[src/rtl/i2c_chunk_scheduler.sv]
// i2c_chunk_scheduler
//   Drives the i2c_chunk engine behind the Marble QSFP readout. It issues a
//   one-cycle run_cmd pulse to start each I2C program pass and watches
//   run_stat with ack and run timeouts. It also lets a host debug master
//   borrow the 12-bit localbus between passes. While the host holds the
//   bus, freeze is asserted so the results seen by the readout stay
//   consistent.
//
// Ports
//   clk, rst_n          system clock, asynchronous active-low reset
//   enable              allow periodic passes
//   host_req/host_gnt   host localbus request / grant
//   host_addr/din/write host localbus master
//   rd_addr             readout-path address (results region)
//   lb_addr/din/write   localbus toward i2c_chunk
//   run_cmd, freeze     control toward i2c_chunk
//   run_stat            pass-in-progress status from i2c_chunk
//   busy                pass in progress (START/ACK/RUN)
//   err_flag, err_clr   sticky timeout flag and its clear
//   pass_count          completed passes, wrapping 16-bit counter
module i2c_chunk_scheduler #(
    parameter int unsigned POLL_TICKS    = 50000000,
    parameter int unsigned ACK_TICKS     = 16,
    parameter int unsigned TIMEOUT_TICKS = 20000000,
    parameter int unsigned STARTUP_TICKS = 4
) (
    input  logic        clk,
    input  logic        rst_n,
    input  logic        enable,
    input  logic        host_req,
    output logic        host_gnt,
    input  logic [11:0] host_addr,
    input  logic [7:0]  host_din,
    input  logic        host_write,
    input  logic [11:0] rd_addr,
    output logic [11:0] lb_addr,
    output logic [7:0]  lb_din,
    output logic        lb_write,
    output logic        run_cmd,
    output logic        freeze,
    input  logic        run_stat,
    output logic        busy,
    output logic        err_flag,
    input  logic        err_clr,
    output logic [15:0] pass_count
);

    localparam logic [31:0] POLL_LOAD    = 32'(POLL_TICKS - 1);
    localparam logic [31:0] ACK_LOAD     = 32'(ACK_TICKS - 1);
    localparam logic [31:0] RUN_LOAD     = 32'(TIMEOUT_TICKS - 1);
    localparam logic [31:0] STARTUP_LOAD = 32'(STARTUP_TICKS - 1);

    typedef enum logic [2:0] {
        ST_WAIT,
        ST_START,
        ST_ACK,
        ST_RUN,
        ST_HOST
    } state_t;

    state_t      state, state_nx;
    logic [31:0] cnt, cnt_nx;
    logic        err_set;
    logic        pass_inc;

    // One counter serves the poll, ack and run intervals. The poll count
    // only matters in WAIT/HOST and is reloaded whenever a pass ends. The
    // ack window is loaded on the way into START, so it also counts the
    // START cycle. That makes ACK_TICKS the limit measured from the run_cmd
    // pulse itself.
    always_comb begin
        state_nx = state;
        cnt_nx   = cnt;
        err_set  = 1'b0;
        pass_inc = 1'b0;
        unique case (state)
            ST_WAIT: begin
                if (host_req) begin
                    state_nx = ST_HOST;
                end else if (enable) begin
                    if (cnt == '0) begin
                        state_nx = ST_START;
                        cnt_nx   = ACK_LOAD;
                    end else begin
                        cnt_nx = cnt - 32'd1;
                    end
                end
            end
            ST_START: begin
                state_nx = ST_ACK;
                cnt_nx   = cnt - 32'd1;
            end
            ST_ACK: begin
                if (run_stat) begin
                    state_nx = ST_RUN;
                    cnt_nx   = RUN_LOAD;
                end else if (cnt == '0) begin
                    err_set  = 1'b1;
                    state_nx = ST_WAIT;
                    cnt_nx   = POLL_LOAD;
                end else begin
                    cnt_nx = cnt - 32'd1;
                end
            end
            ST_RUN: begin
                if (!run_stat) begin
                    pass_inc = 1'b1;
                    state_nx = ST_WAIT;
                    cnt_nx   = POLL_LOAD;
                end else if (cnt == '0) begin
                    err_set  = 1'b1;
                    state_nx = ST_WAIT;
                    cnt_nx   = POLL_LOAD;
                end else begin
                    cnt_nx = cnt - 32'd1;
                end
            end
            ST_HOST: begin
                if (!host_req) state_nx = ST_WAIT;
            end
            default: begin
                state_nx = ST_WAIT;
                cnt_nx   = POLL_LOAD;
            end
        endcase
    end

    // Outputs are registered from the next state. They therefore change on
    // the same edge as the state: grant and freeze drop on the HOST->WAIT
    // edge, and run_cmd is high only while the state is START.
    always_ff @(posedge clk or negedge rst_n) begin
        if (!rst_n) begin
            state      <= ST_WAIT;
            cnt        <= STARTUP_LOAD;
            run_cmd    <= 1'b0;
            host_gnt   <= 1'b0;
            freeze     <= 1'b0;
            busy       <= 1'b0;
            err_flag   <= 1'b0;
            pass_count <= '0;
        end else begin
            state    <= state_nx;
            cnt      <= cnt_nx;
            run_cmd  <= (state_nx == ST_START);
            host_gnt <= (state_nx == ST_HOST);
            freeze   <= (state_nx == ST_HOST);
            busy     <= (state_nx == ST_START) || (state_nx == ST_ACK) ||
                        (state_nx == ST_RUN);
            if (err_set) begin
                err_flag <= 1'b1;
            end else if (err_clr) begin
                err_flag <= 1'b0;
            end
            if (pass_inc) begin
                pass_count <= pass_count + 16'd1;
            end
        end
    end

    assign lb_addr  = host_gnt ? host_addr : rd_addr;
    assign lb_din   = host_din;
    assign lb_write = host_write & host_gnt;

endmodule

[config.mk]
export PLATFORM = sky130hd
export DESIGN_NAME = i2c_chunk_scheduler
export DESIGN_NICKNAME = d
export VERILOG_FILES = /design/src/rtl/i2c_chunk_scheduler.sv
export SDC_FILE = /design/constraint.sdc
export NUM_CORES = 1
export LEC_CHECK = 0
export CAP_MARGIN = 20
export CELL_PAD_IN_SITES_DETAIL_PLACEMENT = 1
export CELL_PAD_IN_SITES_GLOBAL_PLACEMENT = 1
export CORE_ASPECT_RATIO = 0.75
export CORE_MARGIN = 4
export CORE_UTILIZATION = 41
export CTS_CLUSTER_DIAMETER = 40
export DETAILED_ROUTE_END_ITERATION = 8
export DONT_BUFFER_PORTS = 1
export PLACE_DENSITY = 0.76
export SYNTH_ARGS = -nofsm -noshare
export SYNTH_HDL_FRONTEND = slang
export SYNTH_SLANG_ARGS = --single-unit
[constraint.sdc]
create_clock -name clk -period 2.6 [get_ports clk]
set_input_delay 0.52 -clock clk [delete_from_list [all_inputs] [get_ports clk]]
set_output_delay 0.52 -clock clk [all_outputs]
set_load 0.05 [all_outputs]
==> results.ini, run 1 <==
[pwr]
p_leak_nw = 1.71
p_per_area_nw_per_um2 = 597
peakVddDrop_mv = 0.345
p_total_mw = 2.38

[cells_and_area]
stdcell_area_um2 = 3990
nNetsFinal = 444
syn_to_final_growth_pct = 15.2
final_cells = 508
n_antenna_cell = 0
drive_above_1_share_pct = 19.9
final_util_pct = 49.5
fillers = 932

[worst_setup_path]
crit_top_cell = buf_4
cp-start-kind = register
cpPeakStageDelay_ps = 640
arrival_ps = 2660
crit_slowest_cell = or4_1
crit_path_end_kind = register
crit_chain = or4_1 > nor4_4 > buf_4 > buf_4 > nand2_1 > nor4_1 > buf_4 > a211oi_2
required_ps = 2770
crit_buf_inv = 3
rrSetupSlack_ps = 110
worstSetupPathType = register to register
cp_max_fo = 6
crit_family = simple AND/OR/NAND/NOR gates

[run]
max_cap_violations = 0

[sta]
finalWorstSetupSlack_ps = 113
timing.hold.ws_ps = 54.5
clock.fmax_ghz = 0.402
setup_viol = 0
final.period_utilization_pct = 95.6
hold_violations = 0
rsz0062_at_grt = false
slew_viol_final = 0
fin_skew_ps = 6.46
fin_crit_ps = 2490
max_slew_margin_pct = 47.1
worstMarginPinSlew_ps = 789
tns_ps = 0

[detailed_routing]
first_pass_iters = 5
via_per_inst = 6.36
num_vias = 3231
antenna_left = 0
initialDrtViolationCount = 248
wl_mm = 11.4
wire_per_inst_um = 22.5
drc = 0

[clock_network]
path_clk_slew_ps = 80
cts_sinks = 55
numCtsBuffers = 5
cts_buffer_depth = 2
cts_max_level = 2
cts_tree = done
cts_root_buf = clkbuf_16
clk_latency_ps = 300

[place]
dp_hpwl_mm = 8.29
post-place-ws_ps = -118
portBuffers = 0
post-place-cells = 494
place_congestion = 0.928
placed_area_um2 = 3730

[global_routing]
grt_usage_pct = 23.1
gr-total-overflow = 0
grt_start_max_net_pins = 54
antenna_found_initial = 0
grt_pass1_vias = 3304
grt_first_pass_wirelength_mm = 18.1

[floorplanning]
num_io_pins = 81
core_um2 = 8060
placementRows = 28
fp.dieW_um = 114
start_util_pct = 43.0
die_y_um = 87.6
die_area_um2 = 10000

[synth]
synthFlopType = dfrtp_1
synth-xor-area-share_pct = 5.06
synth-simple-area-share_pct = 24.4
synth_top_family_by_area = simple AND/OR/NAND/NOR gates
ys_types = 65
synthAdderAreaFrac_pct = 1.08
muxShareOfSynthArea_pct = 5.42
syn_area_um2 = 3460
synth-edff-count = 0
netlist.area_leader.share_pct = 38.3
synth_compound_area_share_pct = 18.4
avgSynthCellArea_um2 = 9.17
syn-num-nets = 420
yosysWarnings = 0
ys_async_sr_fraction_pct = 100
ys_seq_area_share_pct = 39.8
ys_top_cells_by_area = dfrtp_1 38%, mux2_2 4.6%, nand2_1 3.6%, nand4_1 3.1%, xnor2_1 2.8%
syn_inst = 378
ys_ff_latch = 55
yosys.area.top_type = dfrtp_1

[worst_hold_path]
hold_class = input pin to asynchronous set/reset pin

[status]
status = complete, no violations

## flip-flops by register name, indices dropped and copies added (netlist names)
register	cells
busy	1
cnt	32
err_flag	1
freeze	1
pass_count	16
run_cmd	1
state	3
## cells in the final DEF, fill, tap and decap left out, drive strengths merged, types with 11 or more instances in the layout
cell	netlist	routed
a21oi	14	14
buf	11	41
dfrtp	53	53
inv	19	20
mux2	14	14
nand2	33	33
nand3	14	14
nand4	18	18
nor2	20	20
nor3	18	18
o21ai	15	15
xnor2	11	11
## Yosys cell counts, drive strengths merged (13+ instances only)
cell type / number
nor2: 20
nand3: 14
nand2: 33
nand4: 18
a21oi: 14
o21ai: 15
nor3: 18
inv: 19
clkbuf: 13
dfrtp: 53
mux2: 14
## cell families after synthesis
logic type,after synthesis
xor+xnor,20
simple gates,152
flops,55
buf+inv,43
mux,17
compound gates,88
fa+ha+maj,3
## area by class of cell
class | count | area, um2 | area share (%)
Multi-Input combinational cell | 280 | 1910 | 47.9
Sequential cell | 55 | 1380 | 34.5
Timing Repair Buffer | 41 | 328 | 8.21
Tap cell | 105 | 131 | 3.29
Clock buffer | 5 | 125 | 3.13
Inverter | 19 | 71.3 | 1.79
Clock inverter | 3 | 47.5 | 1.19
## per-layer routing
layer	part of all wire, %	global-route usage [%]
met5	0	0
met4	1.4	6.15
met3	8.2	4.90
met2	46	37.2
met1	45	31.9
## power by group
part           switching, mW  internal, mW  leakage (nW)
registers              0.159         0.959         0.668
logic                  0.276         0.183         0.955
clock network          0.344         0.461        0.0844
total                  0.779          1.60          1.71
## what timing repair did
| action | 4_1_cts | 5_1_grt |
|---|---|---|
| buffers inserted | 0 | 5 |
| hold endpoints to repair | 53 | 0 |
| hold buffers | 1 | 0 |
| pin swaps | 0 | 3 |
| resized for setup | 2 | 1 |
| endpoints found under the setup margin | 3 | 24 |
## final timing paths
check,start,depth (start not counted),to
worst max register to register,cnt[21],8,cnt[25]
worst max-delay path,cnt[21],8,cnt[25]
worst min-delay path,rst_n,0,cnt[1]
worst min register to register,cnt[0],2,cnt[0]
min in group clk,err_clr,1,err_flag
max in group asynchronous,rst_n,1,cnt[17]
(Power assumes the default switching activity.)
==> inputs of run 2 (changes only) <==
--- a/config.mk
+++ b/config.mk
@@ -17,2 +17,3 @@
 export PLACE_DENSITY = 0.76
+export REMOVE_ABC_BUFFERS = 1
 export SYNTH_ARGS = -nofsm -noshare
--- a/constraint.sdc
+++ b/constraint.sdc
@@ -3,2 +3,2 @@
 set_output_delay 0.52 -clock clk [all_outputs]
-set_load 0.05 [all_outputs]
+set_load 0.02 [all_outputs]
==> run 2 against run 1 <==
Net effect:
- first-iteration DRC count is 19% lower
- hold slack worse by 5.1 ps
- cell count fell by 1.2%
- power is 7.2% lower
- sequential power hardly changed
- clock skew increased by 2.7 ps
- largest power group unchanged
==> results.ini, run 2 (same netlist as run 1, synthesis figures left out) <==
[global_routing]
grt_usage_pct = 23.0
busiest_layer = met2
grt_util_met1_pct = 32.2
grt_first_pass_wirelength_mm = 18.1
grt_pass1_vias = 3332
gr-total-overflow = 0
met3_usage_pct = 6.77
antenna_found_initial = 0
grt_use_met2_pct = 35.7
grt_start_max_net_pins = 54

[cells_and_area]
largest_register_ff_count = 32
final_cell_mix = 53 x dfrtp_1, 34 x buf_4, 33 x nand2_1
multi_input_comb_area_um2 = 1910
stdcell_area_um2 = 3930
syn_to_final_growth_pct = 13.5
n_antenna_cell = 0
fillers = 945
nNetsFinal = 438
layout_commonest_cell = dfrtp_1
final-seq-area_um2 = 1380
final_cells = 502
drive_above_1_share_pct = 18.6
top_regs = cnt: 32 flops, pass_count: 16 flops, state: 3 flops
largest-register = cnt

[sta]
max_slew_margin_pct = 48.9
fin_skew_ps = 9.13
tns_ps = 0
rsz0062_at_grt = true
fin_crit_ps = 2420
slew_viol_final = 0
clock.fmax_ghz = 0.413
hold_violations = 0
setup_viol = 0
finalWorstSetupSlack_ps = 178
worstMarginPinSlew_ps = 757
final.period_utilization_pct = 93.2

[run]
max_cap_violations = 0

[pwr]
p_leak_nw = 1.66
peakVddDrop_mv = 0.241
p_per_area_nw_per_um2 = 563

[floorplanning]
fp.dieW_um = 114
placementRows = 28
die_area_um2 = 10000
die_y_um = 87.6
core_um2 = 8060
start_util_pct = 43.0
num_io_pins = 81

[detailed_routing]
drc = 0
first_pass_iters = 4
wire_per_inst_um = 22.0
via_per_inst = 6.28
initialDrtViolationCount = 201
num_vias = 3152
wl_mm = 11.1
antenna_left = 0

[clock_network]
path_clk_slew_ps = 80
cts_buffer_depth = 2
cts_tree = done
cts_max_level = 2
cts_root_buf = clkbuf_16
cts_sinks = 55
numCtsBuffers = 5
clk_latency_ps = 300

[place]
place_congestion = 0.960
dp_hpwl_mm = 8.39
post-place-ws_ps = 23.6
portBuffers = 0
post-place-cells = 491
placed_area_um2 = 3710

[worst_setup_path]
cp-start-kind = register
cp_max_fo = 10
crit_chain = inv_1 > ha_1 > nor4b_1 > and4_1 > a311oi_4 > o21ai_1 > o311ai_1
cpPeakStageDelay_ps = 560
crit_path_end_kind = register
crit_slowest_cell = a311oi_4
worstSetupPathType = register to register
required_ps = 2800
arrival_ps = 2620

[status]
status = complete, no violations

[worst_hold_path]
hold_class = input pin to asynchronous set/reset pin

run 2: cell count changes in the layout (fill, tap and decap cells not counted):
| cell | delta |
|---|---|
| inv_6 | -1 |
| clkinvlp_4 | +1 |
| clkbuf_8 | +1 |
| o311ai_2 | +1 |
| buf_4 | -6 |
| nor4_2 | -1 |
| nor4_1 | +1 |
| bufinv_16 | -1 |
| o311ai_1 | -1 |
run 2: worst max-delay path, delay by kind of cell (launching register included):
family / cells / cell delay (ps)
AOI/OAI and AO/OA: 3 / 1030
and+or+nand+nor: 2 / 460
DFF: 1 / 550
buffers and inverters: 1 / 70
adders and majority gates: 1 / 210
run 2: per-stage QoR:
| stage | power [mW] | utilization [%] | hold WS [ps] |
|---|---|---|---|
| 4_1_cts | 2.23 | 48.3 | 45.8 |
| 3_5_place_dp | 1.49 | 46.0 | 226 |
| 6_report | 2.21 | 48.8 | 49.4 |
| 2_1_floorplan | 1.33 | - | 224 |
| 3_3_place_gp | 1.47 | 46.0 | 226 |
| 5_1_grt | 2.34 | 48.8 | 35.6 |
run 2: where the power goes:
group          total [mW]  switching, mW  internal (mW)
Sequential           1.09          0.132          0.960
Combinational       0.403          0.228          0.175
Clock               0.717          0.331          0.386
Total                2.21          0.691           1.52
run 2: per-layer routing:
layer  wire, um  up-vias
met3        985       11
li1           -     1454
met5          0        -
met4        112        0
met2       4900      131
met1       5060     1556
run 2: path summary, 6_finish.rpt:
check / start / endpoint / slack, ps / cells after the start
worst max-delay path: cnt[0] / cnt[18] / 180 / 7
worst min-delay path: rst_n / cnt[1] / 50 / 0
worst max register to register: cnt[0] / cnt[18] / 180 / 7
worst min register to register: cnt[0] / cnt[0] / 520 / 2
max in group asynchronous: rst_n / cnt[17] / 2270 / 1
min in group clk: err_clr / err_flag / 330 / 1
run 2: cell type report:
class,count,area share (%)
multi-input cells,280,48.6
inverters,19,1.81
repair buffers,35,7.19
clock buffers,6,3.53
clock inverters,2,0.414
flip-flops and latches,55,35.1
well taps,105,3.34
run 2: what timing repair did:
item	in CTS	in global routing
endpoints found under the hold margin	53	0
resized for setup	0	3
hold buffers	1	0
buffers inserted	0	2
setup endpoints to repair	0	12
==> inputs of run 3 (changes only) <==
Settings changed: ABC_CLOCK_PERIOD_IN_PS from default to 2600, CELL_PAD_IN_SITES_DETAIL_PLACEMENT 1 to default, CELL_PAD_IN_SITES_GLOBAL_PLACEMENT 1 to default, PLACE_DENSITY 0.76 to 0.61.
==> run 3 against run 2 <==
Net effect:
- sequential share of layout area is 0.23 points lower
- clock power is 9.9% higher
- non-clock buffer count is 2 higher
- die area stayed put
- clock-buffer cell count stayed put
- sequential power hardly changed
- wire length is 11% lower
- critical path depth stayed put
- via count is 0.63% higher
- design area is 0.67% higher
- critical endpoint is now cnt[3]
- largest power group unchanged
- highest routed layer unchanged
==> results.ini, run 3 (same netlist as run 1, synthesis figures left out) <==
[status]
status = complete, no violations

[cells_and_area]
largest-register = cnt
fillers = 758
final-seq-area_um2 = 1380
layout_commonest_cell = dfrtp_1
nNetsFinal = 440
largest_register_ff_count = 32
n_antenna_cell = 0
final_cells = 504
top_regs = cnt: 32 flops, pass_count: 16 flops, state: 3 flops
multi_input_comb_area_um2 = 1900
final_cell_mix = 53 x dfrtp_1, 36 x buf_4, 33 x nand2_1
syn_to_final_growth_pct = 14.2
drive_above_1_share_pct = 18.8

[sta]
timing.hold.ws_ps = 53.5
slew_viol_final = 0
hold_violations = 0
tns_ps = 0
max_slew_margin_pct = 53.9
setup_viol = 0
fin_crit_ps = 2420
fin_skew_ps = 4.85
worstMarginPinSlew_ps = 689
final.period_utilization_pct = 93.0
clock.fmax_ghz = 0.414
rsz0062_at_grt = false

[worst_setup_path]
arrival_ps = 2660
cp_max_fo = 7
r2r-end = cnt[3]
reg2reg_depth = 7
worstReg2RegStart = cnt[13]
worstSetupPathType = register to register
rrSetupSlack_ps = 180
crit_path_end_kind = register
cp-start-kind = register
required_ps = 2840

[pwr]
p_per_area_nw_per_um2 = 575
pwr-share-seq_pct = 47.7
p_sw_mw = 0.654
p_comb_share_pct = 17.6
p_clk_share_pct = 34.6
p_leak_nw = 1.69
p_int_mw = 1.62
peakVddDrop_mv = 0.331
switching_share_pct = 28.8

[clock_network]
cts_root_buf = clkbuf_16
numCtsBuffers = 5
path_clk_slew_ps = 70
cts_max_level = 2
cts_tree = done
clk_latency_ps = 300
cts_buffer_depth = 2
cts_sinks = 55

[detailed_routing]
num_vias = 3172
wl_mm = 9.88
first_pass_iters = 4
via_per_inst = 6.29
wire_per_inst_um = 19.6
initialDrtViolationCount = 215
antenna_left = 0
drc = 0

[global_routing]
grt_start_max_net_pins = 54
grt_usage_pct = 20.2
antenna_found_initial = 0
grt_first_pass_wirelength_mm = 15.8
grt_pass1_vias = 2916
gr-total-overflow = 0

[floorplanning]
placementRows = 28
num_io_pins = 81
core_um2 = 8060
start_util_pct = 43.0
die_area_um2 = 10000
die_y_um = 87.6
fp.dieW_um = 114

[place]
post-place-cells = 488
portBuffers = 0
dp_hpwl_mm = 7.16
place_congestion = 0.944

[worst_hold_path]
hold_class = input pin to asynchronous set/reset pin

[run]
max_cap_violations = 0

==> run 3: layout make-up <==
type,count,share of cell area (%)
clock inverter,2,0.885
tap,105,3.32
clock buffer,6,3.51
inverter,19,1.80
sequential,55,34.8
timing repair buffer,37,7.52
multi-input combinational,280,48.1
==> run 3: critical path, cell delays in order, from the launching register on <==
cell	delay (ps)
dfrtp_1	460
or4_1	620
nor4_4	300
buf_4	200
a311oi_4	120
buf_4	190
nor2_2	220
o221a_2	230
==> run 3: worst max path at each step <==
stage	startpoint	endpoint
6_report	cnt[13]	cnt[3]
5_1_grt	cnt[13]	cnt[13]
4_1_cts	cnt[0]	cnt[18]
3_5_place_dp	cnt[0]	cnt[18]
3_3_place_gp	cnt[0]	cnt[18]
2_1_floorplan	state[1]	cnt[21]
==> run 3: timing repair <==
action | CTS | global route
setup buffers | 0 | 7
resized for setup | 2 | 0
hold endpoints to repair | 53 | 0
setup endpoints to repair | 2 | 18
cloned | 0 | 0
pin swaps | 0 | 3
hold buffers | 1 | 0
==> run 3: per-stage QoR <==
step,area (um2),power [mW],utilization (%),worst slack [ps]
6_report,3960,2.28,49.1,182
4_1_cts,3910,2.28,48.5,4.58
5_1_grt,3960,2.39,49.1,43.7
3_5_place_dp,3680,1.47,45.7,-103
2_1_floorplan,3330,1.33,-,212
3_3_place_gp,3680,1.46,45.7,-81.8
==> run 3: layer usage <==
metal | vias to the layer above | share of wire, % | global-route usage [%] | wire, um
met5 | - | 0 | 0 | 0
met4 | 0 | 1.4 | 5.93 | 142
met3 | 13 | 11 | 4.90 | 1040
met2 | 193 | 41 | 28.7 | 4060
met1 | 1508 | 47 | 30.5 | 4640
li1 | 1458 | - | - | -
==> run 3: power groups by stage <==
| stage | clock network, mW | logic (mW) | registers (mW) |
|---|---|---|---|
| 2_1_floorplan | 0 | 0.236 | 1.09 |
| 3_3_place_gp | 0 | 0.363 | 1.10 |
| 3_5_place_dp | 0 | 0.366 | 1.10 |
| 4_1_cts | 0.804 | 0.392 | 1.09 |
| 5_1_grt | 0.832 | 0.449 | 1.11 |
| 6_report | 0.788 | 0.402 | 1.09 |
